===== config.mk =====
export PLATFORM = sky130hd
export DESIGN_NAME = attempt_counter_display
export DESIGN_NICKNAME = d
export VERILOG_FILES = /design/src/rtl/attempt_counter_display.sv
export SDC_FILE = /design/constraint.sdc
export NUM_CORES = 1
export LEC_CHECK = 0
export BUFFER_PORTS_ARGS = -buffer_cell sky130_fd_sc_hd__buf_2
export CORE_MARGIN = 2
export CORE_UTILIZATION = 50
export DETAILED_ROUTE_END_ITERATION = 6
export PLACE_DENSITY = 0.8
export SYNTH_ARGS = -nofsm -noshare
export SYNTH_HDL_FRONTEND = slang
export SYNTH_SLANG_ARGS = --single-unit
export TNS_END_PERCENT = 50

===== constraint.sdc =====
create_clock -name clk -period 2.45 [get_ports clk]
set_input_delay 0.245 -clock clk [delete_from_list [all_inputs] [get_ports clk]]
set_output_delay 0.245 -clock clk [all_outputs]
set_load 0.01 [all_outputs]

===== src/rtl/attempt_counter_display.sv =====
// attempt_counter_display: failed-attempt counter with BCD count, lockout and
// multi-digit active-low seven-segment output.
//   clk           - system clock, rising edge
//   rst           - asynchronous active-high reset
//   attempt_fail  - one-cycle pulse per failed passcode entry
//   attempt_ok    - one-cycle pulse per correct entry (clears count)
//   clear         - supervisor clear (exits lockout, zeroes count)
//   attempt_count - BCD count, digit 0 in [3:0]
//   counter_out   - segments {g,f,e,d,c,b,a} per digit, active low, digit 0 in [6:0]
//   locked        - high while locked out
module attempt_counter_display #(
   parameter int unsigned NUM_DIGITS    = 2,
   parameter int unsigned MAX_ATTEMPTS  = 5,
   parameter int unsigned BLINK_DIV     = 25000000,
   parameter int unsigned BLANK_LEADING = 1
) (
   input  logic                    clk,
   input  logic                    rst,
   input  logic                    attempt_fail,
   input  logic                    attempt_ok,
   input  logic                    clear,
   output logic [4*NUM_DIGITS-1:0] attempt_count,
   output logic [7*NUM_DIGITS-1:0] counter_out,
   output logic                    locked
);

   localparam int unsigned CW = 4 * NUM_DIGITS;
   localparam int unsigned SW = 7 * NUM_DIGITS;
   localparam int unsigned BW = (BLINK_DIV > 1) ? $clog2(BLINK_DIV) : 1;
   localparam logic [BW-1:0] BLINK_LAST = BW'(BLINK_DIV - 1);
   localparam logic [6:0] SEG_F     = 7'b0001110;
   localparam logic [6:0] SEG_BLANK = 7'b1111111;

   // Binary to packed BCD, used for the lockout threshold constant.
   function automatic logic [CW-1:0] to_bcd(input int unsigned v);
      int unsigned r;
      r      = v;
      to_bcd = '0;
      for (int d = 0; d < int'(NUM_DIGITS); d++) begin
         to_bcd[4*d +: 4] = 4'(r % 10);
         r = r / 10;
      end
   endfunction

   localparam logic [CW-1:0] MAX_BCD = to_bcd(MAX_ATTEMPTS);

   // BCD increment with per-digit 9 -> 0 carry.
   function automatic logic [CW-1:0] bcd_inc(input logic [CW-1:0] v);
      logic carry;
      carry   = 1'b1;
      bcd_inc = v;
      for (int d = 0; d < int'(NUM_DIGITS); d++) begin
         if (carry) begin
            if (v[4*d +: 4] == 4'd9) begin
               bcd_inc[4*d +: 4] = 4'd0;
            end else begin
               bcd_inc[4*d +: 4] = v[4*d +: 4] + 4'd1;
               carry = 1'b0;
            end
         end
      end
   endfunction

   // Single digit to active-low segments.
   function automatic logic [6:0] seg_digit(input logic [3:0] v);
      case (v)
         4'd0:    seg_digit = 7'b1000000;
         4'd1:    seg_digit = 7'b1111001;
         4'd2:    seg_digit = 7'b0100100;
         4'd3:    seg_digit = 7'b0110000;
         4'd4:    seg_digit = 7'b0011001;
         4'd5:    seg_digit = 7'b0010010;
         4'd6:    seg_digit = 7'b0000010;
         4'd7:    seg_digit = 7'b1111000;
         4'd8:    seg_digit = 7'b0000000;
         4'd9:    seg_digit = 7'b0010000;
         default: seg_digit = SEG_BLANK;
      endcase
   endfunction

   // Full display frame; scans from the top digit so leading zeros can be blanked.
   function automatic logic [SW-1:0] encode(input logic [CW-1:0] cnt,
                                            input logic lock,
                                            input logic phase_on);
      logic leading;
      leading = 1'b1;
      encode  = '0;
      for (int d = int'(NUM_DIGITS) - 1; d >= 0; d--) begin
         if (lock) begin
            encode[7*d +: 7] = phase_on ? SEG_F : SEG_BLANK;
         end else if ((BLANK_LEADING != 0) && leading && (d != 0) &&
                      (cnt[4*d +: 4] == 4'd0)) begin
            encode[7*d +: 7] = SEG_BLANK;
         end else begin
            leading          = 1'b0;
            encode[7*d +: 7] = seg_digit(cnt[4*d +: 4]);
         end
      end
   endfunction

   typedef enum logic {
      S_COUNTING = 1'b0,
      S_LOCKED   = 1'b1
   } state_t;

   state_t         state;
   state_t         state_nxt;
   logic [CW-1:0]  count_nxt;
   logic [CW-1:0]  count_inc;
   logic [BW-1:0]  blink_cnt;
   logic [BW-1:0]  blink_cnt_nxt;
   logic           phase_on;
   logic           phase_nxt;

   // Next-state values; the display frame is derived from these so that all
   // outputs change together on the same edge.
   always_comb begin
      state_nxt     = state;
      count_nxt     = attempt_count;
      blink_cnt_nxt = blink_cnt;
      phase_nxt     = phase_on;
      count_inc     = bcd_inc(attempt_count);
      if (clear) begin
         state_nxt     = S_COUNTING;
         count_nxt     = '0;
         blink_cnt_nxt = '0;
         phase_nxt     = 1'b1;
      end else begin
         case (state)
            S_COUNTING: begin
               if (attempt_fail) begin
                  count_nxt = count_inc;
                  if (count_inc == MAX_BCD) begin
                     state_nxt     = S_LOCKED;
                     blink_cnt_nxt = '0;
                     phase_nxt     = 1'b1;
                  end
               end else if (attempt_ok) begin
                  count_nxt = '0;
               end
            end
            S_LOCKED: begin
               if (blink_cnt == BLINK_LAST) begin
                  blink_cnt_nxt = '0;
                  phase_nxt     = ~phase_on;
               end else begin
                  blink_cnt_nxt = blink_cnt + BW'(1);
               end
            end
            default: state_nxt = S_COUNTING;
         endcase
      end
   end

   // State and output registers.
   always_ff @(posedge clk or posedge rst) begin
      if (rst) begin
         state         <= S_COUNTING;
         attempt_count <= '0;
         blink_cnt     <= '0;
         phase_on      <= 1'b1;
         locked        <= 1'b0;
         counter_out   <= encode('0, 1'b0, 1'b1);
      end else begin
         state         <= state_nxt;
         attempt_count <= count_nxt;
         blink_cnt     <= blink_cnt_nxt;
         phase_on      <= phase_nxt;
         locked        <= (state_nxt == S_LOCKED);
         counter_out   <= encode(count_nxt, state_nxt == S_LOCKED, phase_nxt);
      end
   end

endmodule

# ---- After elaboration in Yosys (flattened, before gate mapping)
# Memory sizes are Yosys's and may differ from the RTL's.
# Cells that the tools add are included.
# W data, S select, Z words.
dict set report word_totals {
  mem_bits_ro 224
  elab_cells 46
  memories 2
  input_bits 5
  reg_bits 49
}
# name words word_bits read_ports rd_clocked_by_memory_dff write_ports line
set mem_list {}
lappend mem_list {{(no name shown)} 16 7 1 0 0 66} ;# case (v)
lappend mem_list {{(no name shown)} 16 7 1 0 0 66}
dict set report op_classes {
  addsub 3
  n_mux 26
  eq_ne 6
  n_reduce_logical 2
  bitwise 2
}
# op n
set ops {}
lappend ops {{$mux W25} 4}
lappend ops {{$pmux W25 S2} 1}
lappend ops {{$mux W8} 4}
lappend ops {{$mux W7} 4}
lappend ops {{$add A25 B1 Y25 const B} 1}
lappend ops {{$eq A25 B25 Y1 const B} 1}
lappend ops {{$mux W4} 3}
lappend ops {{$mux W1} 9}
lappend ops {{$add A4 B1 Y4 const B} 2}
lappend ops {{$eq A4 B4 Y1 const B} 2}
lappend ops {{$eq A8 B3 Y1 const B} 1}
lappend ops {{$ne A3 B3 Y1 const B} 2}
lappend ops {{$logic_not A4 Y1} 1}
lappend ops {{$not A1 Y1} 2}
lappend ops {{$pmux W1 S2} 1}
lappend ops {{$reduce_and A2 Y1} 1}

# ---- Longest topological paths before layout
dict set report logic_depth {
  ltp_word 10
  mapped_depth 11
}

# ---- Worst setup path after synthesis
# No wires, ideal clock.
dict set report synth_path {
  path_kind {register -> register}
  startpoint {register attempt_count[4]}
  endpoint {register counter_out[11]}
  path_slack_ns 0.104
  period_less_slack_ns 2.346
  path_stages_with_launch 11
  arrival_ns 2.260
  required_ns 2.364
  path_buffers 0
  setup_time_ns 0.086
  path_cell_list {dfrtp_1 > inv_1 > ha_1 > nor4b_1 > a21oi_1 > or2_2 > inv_1 > ha_1 > or3b_1 > o211ai_2 > a21oi_1}
}
dict set report synth_via {
  elab_cells_between_ends 22
}
# element line
set synth_lines {}
lappend synth_lines {{from (decl)} 22} ;# output logic [4*NUM_DIGITS-1:0] attempt_count,
lappend synth_lines {{from (signal assigned)} 166} ;# attempt_count <= count_nxt;
lappend synth_lines {{$add A4 B1 Y4 or $eq A4 B4 Y1 (tied branches)} {57, 54}}
lappend synth_lines {{$mux W4 (*)} 54} ;# if (v[4*d +: 4] == 4'd9) begin
lappend synth_lines {{$mux W4 (*)} 53} ;# if (carry) begin
lappend synth_lines {{$mux W8 (*)} 131} ;# if (attempt_fail) begin
lappend synth_lines {{$mux W8 (*)} 129} ;# case (state)
lappend synth_lines {{$mux W8 (*)} 123} ;# if (clear) begin
lappend synth_lines {{named net count_nxt[5]} 108} ;# logic [CW-1:0] count_nxt;
lappend synth_lines {{$mem_v2 Z16 W7 or $logic_not A4 Y1 (tied branches)} --}
lappend synth_lines {{$mux W7 (*)} 91} ;# end else if ((BLANK_LEADING != 0) && leading && (d != 0) &&
lappend synth_lines {{$mux W7 (*)} 89} ;# if (lock) begin
lappend synth_lines {{to (signal assigned)} 163} ;# counter_out <= encode('0, 1'b0, 1'b1);
lappend synth_lines {{to (signal assigned)} 170} ;# counter_out <= encode(count_nxt, state_nxt == S_LOCKED, phase_nxt);
lappend synth_lines {{to (decl)} 23} ;# output logic [7*NUM_DIGITS-1:0] counter_out,
# Mark *: on every way through the listed nets, which the timed path passes. The rest lies on a longest branch.
# A chain may end at the register's enable or synchronous reset.

# ---- Worst setup path in the final report
# Same ends and word-level chain as after synthesis.

==> impl_metrics.toml <==
[worst_hold_path]
hp-class = "in -> async"

[worst_setup_path]
reg2reg_to = "counter_out[11]"
worst-path-buf-inv = 2
rrSetupSlack_ps = 80
critical_path.slowest_cell = "dfrtp_1"
r2r_cells = 10
critPathKind = "reg -> reg"
crit_path_cell_trace = "inv_1 -> ha_1 -> nor4b_2 -> a21oi_1 -> or2_2 -> inv_1 -> ha_1 -> or3b_1 -> o211ai_2 -> a21oi_1"
critPathArrivalTime_ps = 2600
worstPathRequired_ps = 2680
end_kind = "flip-flop"
crit_family = "simple AND/OR/NAND/NOR gates"
startpoint_type = "flip-flop"
path_max_fanout = 4
cp_slowest_stage_delay_ps = 380
worstReg2RegStart = "attempt_count[4]"

[synth]
ys_async_sr_fraction_pct = 100
synthFlopType = "dfrtp_1"
synth_seq_cells = 49
synth_cell_types = 57
ys_warn_count = 0
synth_area_um2 = 2890
ys_seq_area_share_pct = 42.8
synth.area.top_cells = "dfrtp_1 (35%), dfstp_2 (8.2%), ha_1 (6.1%)"
avgSynthCellArea_um2 = 9.25
synth_top_area_cell = "dfrtp_1"
yosys.cell_count.top_type = "dfrtp_1"
synth-edff-count = 0
syn_inst = 313
syn_nets = 332
synth_top_area_share_pct = 34.6
netlist_top_cells_count = "dfrtp_1 (40), nand2_1 (28), o21ai_0 (23)"

[layout]
fin_area_um2 = 3310
syn_to_final_growth_pct = 14.4
nFillCells = 472
layout-drive-gt1-share_pct = 23.9
diodes = 0
fin_nets = 374

[grt]
grt_pass1_wl_um = 10600
grtUsageMet2_pct = 32.2
antenna_found_initial = 0
met3_usage_pct = 4.27
grt_max_degree = 30
track_usage_pct = 21.0
grt_pass1_vias = 2260
grt.overflow.total = 0
top_usage_layer = "met2"
gr-usage-met1_pct = 29.3

[die]
start_util_pct = 52.2
core_area_um2 = 5540
dieArea_um2 = 6410
ios = 28
dieHeight_um = 80.1
num_rows = 27
die_x_um = 80.1

[sta]
post-route-period-util_pct = 96.8
rsz0062_at_grt = "yes"
worst_pin_slew_ps = 717
hold_violations = 0
clock_skew_ps = 7.52
setup_viol = 0
timing.setup.tns_ps = 0
min_period_ps = 2370
slew_headroom_pct = 52.0
drv_slew = 0
max_freq_mhz = 422

[clocking]
cts_num_sinks = 49
htree_levels = 2
path_clk_slew_ps = 90
root_buffer = "clkbuf_8"
insertion_delay_ps = 310
cts_tree = "built"
cts_buffer_depth = 2
numCtsBuffers = 5

[route]
wirelength_um = 6420
ant_nets = 0
route.vias.total = 2464
first_pass_iters = 4
wire_per_inst_um = 15.0
drc_errors = 0
vias_per_cell = 5.76
drt_iter0_drc = 215

[status]
status = "completed"

[power]
p_seq_share_pct = 58.8
peakVddDrop_uv = 209
clkPwrFrac_pct = 33.7
total_power_mw = 1.39
leakagePower_nw = 1.48
p_int_mw = 1.05
power.switching_uw = 344
pwr-share-comb_pct = 7.4
power.density_nw_per_um2 = 421
switching_share_pct = 24.7

[flow_run]
cap_violations = 0

[placement]
finalWeightedCongestion = 0.937
dpl_cell_area_um2 = 3200
port_buffers = 27
dp_hpwl_um = 4570
==> worst max-delay path by stage <==
stage | from | endpoint | slack, ps | depth (start not counted)
finish | attempt_count[4] | counter_out[11] | 80 | 10
global route | attempt_count[2] | counter_out[7] | -7 | 10
CTS | attempt_count[5] | counter_out[11] | 30 | 11
detailed placement | attempt_count[5] | counter_out[10] | 10 | 11
global placement | attempt_count[4] | counter_out[10] | 120 | 10
floorplan | attempt_count[4] | counter_out[11] | 100 | 10
==> layer usage <==
metal  vias up  share of wire [%]
met5         -                  0
met4         0                1.7
met3        11                4.8
met2        71                 47
met1      1183                 46
li1       1199                  -
==> layout by cell type, fill, tap and decap left out, drive strengths merged, types with 3 or more instances in the layout <==
master  Yosys  layout
or2         4       4
buf         5      48
nand3      18      18
a31oi       3       3
xnor2       4       4
nand2      28      28
and2        3       3
nand2b      6       6
dfstp       9       9
xor2       12      12
nor2b       3       3
dfrtp      40      40
a21o        3       3
nor4b       4       4
a21oi      20      20
nor3        8       8
inv        18      18
a221oi      3       3
nor2       19      19
o21ai      26      26
clkbuf      8       5
nand4      10      10
or3         3       3
ha         14      14
nor4        3       3
and3        6       6
mux2i       5       5
o31ai       6       6
==> per-stage QoR <==
step | instances | setup WS (ps) | utilization, % | hold WS [ps]
2_1_floorplan | 313 | 104 | - | 345
3_3_place_gp | 418 | 124 | 57.8 | 345
3_5_place_dp | 418 | 10.2 | 57.8 | 363
4_1_cts | 427 | 27.4 | 59.5 | 33.5
5_1_grt | 428 | -7.31 | 59.8 | 59.3
6_report | 428 | 79.6 | 59.8 | 8.35
==> logic make-up after synthesis <==
logic type                 after synthesis  share of synthesized area (%)
DFF                                     49                           42.8
buffers and inverters                   31                           4.45
xor gates and xnor gates                16                           4.84
muxes                                    6                           2.38
and+or+nand+nor                        124                           23.1
AOI/OAI and AO/OA                       73                           16.4
adders and majority gates               14                           6.05
==> sequential cells by signal (all words and copies together) (netlist names) <==
signal / cells
blink_cnt: 25
counter_out: 14
attempt_count: 8
phase_on: 1
state: 1
==> power groups by stage <==
stage / combinational [mW] / clock [mW] / sequential [mW]
after detailed placement: 0.104 / 0 / 0.835
after floorplan: 0.0601 / 0 / 0.841
after global routing: 0.117 / 0.517 / 0.821
after CTS: 0.104 / 0.483 / 0.820
final: 0.104 / 0.470 / 0.820
after global placement: 0.102 / 0 / 0.835
==> cell type report <==
class / count / area, um^2 / share of cell area [%]
Clock buffer: 5 / 68.8 / 2.08
Sequential cell: 49 / 1240 / 37.4
Multi-Input combinational cell: 233 / 1540 / 46.4
Tap cell: 72 / 90.1 / 2.72
Timing Repair Buffer: 48 / 293 / 8.84
Inverter: 18 / 67.6 / 2.04
Clock inverter: 3 / 17.5 / 0.529
==> what timing repair did <==
item | CTS | global route
resized for setup | 1 | 2
setup endpoints to repair | 3 | 4
setup buffers | 1 | 1
hold buffers | 0 | 0
pin swaps | 0 | 0
cloned | 0 | 0
==> worst register-to-register path, stage by stage (launching register included) <==
cell      delay, ps
dfrtp_1         380
inv_1            70
ha_1            300
nor4b_2         280
a21oi_1         100
or2_2           330
inv_1           120
ha_1            180
or3b_1          370
o211ai_2         80
a21oi_1          80
No activity file was read; power rests on OpenSTA's default activity.
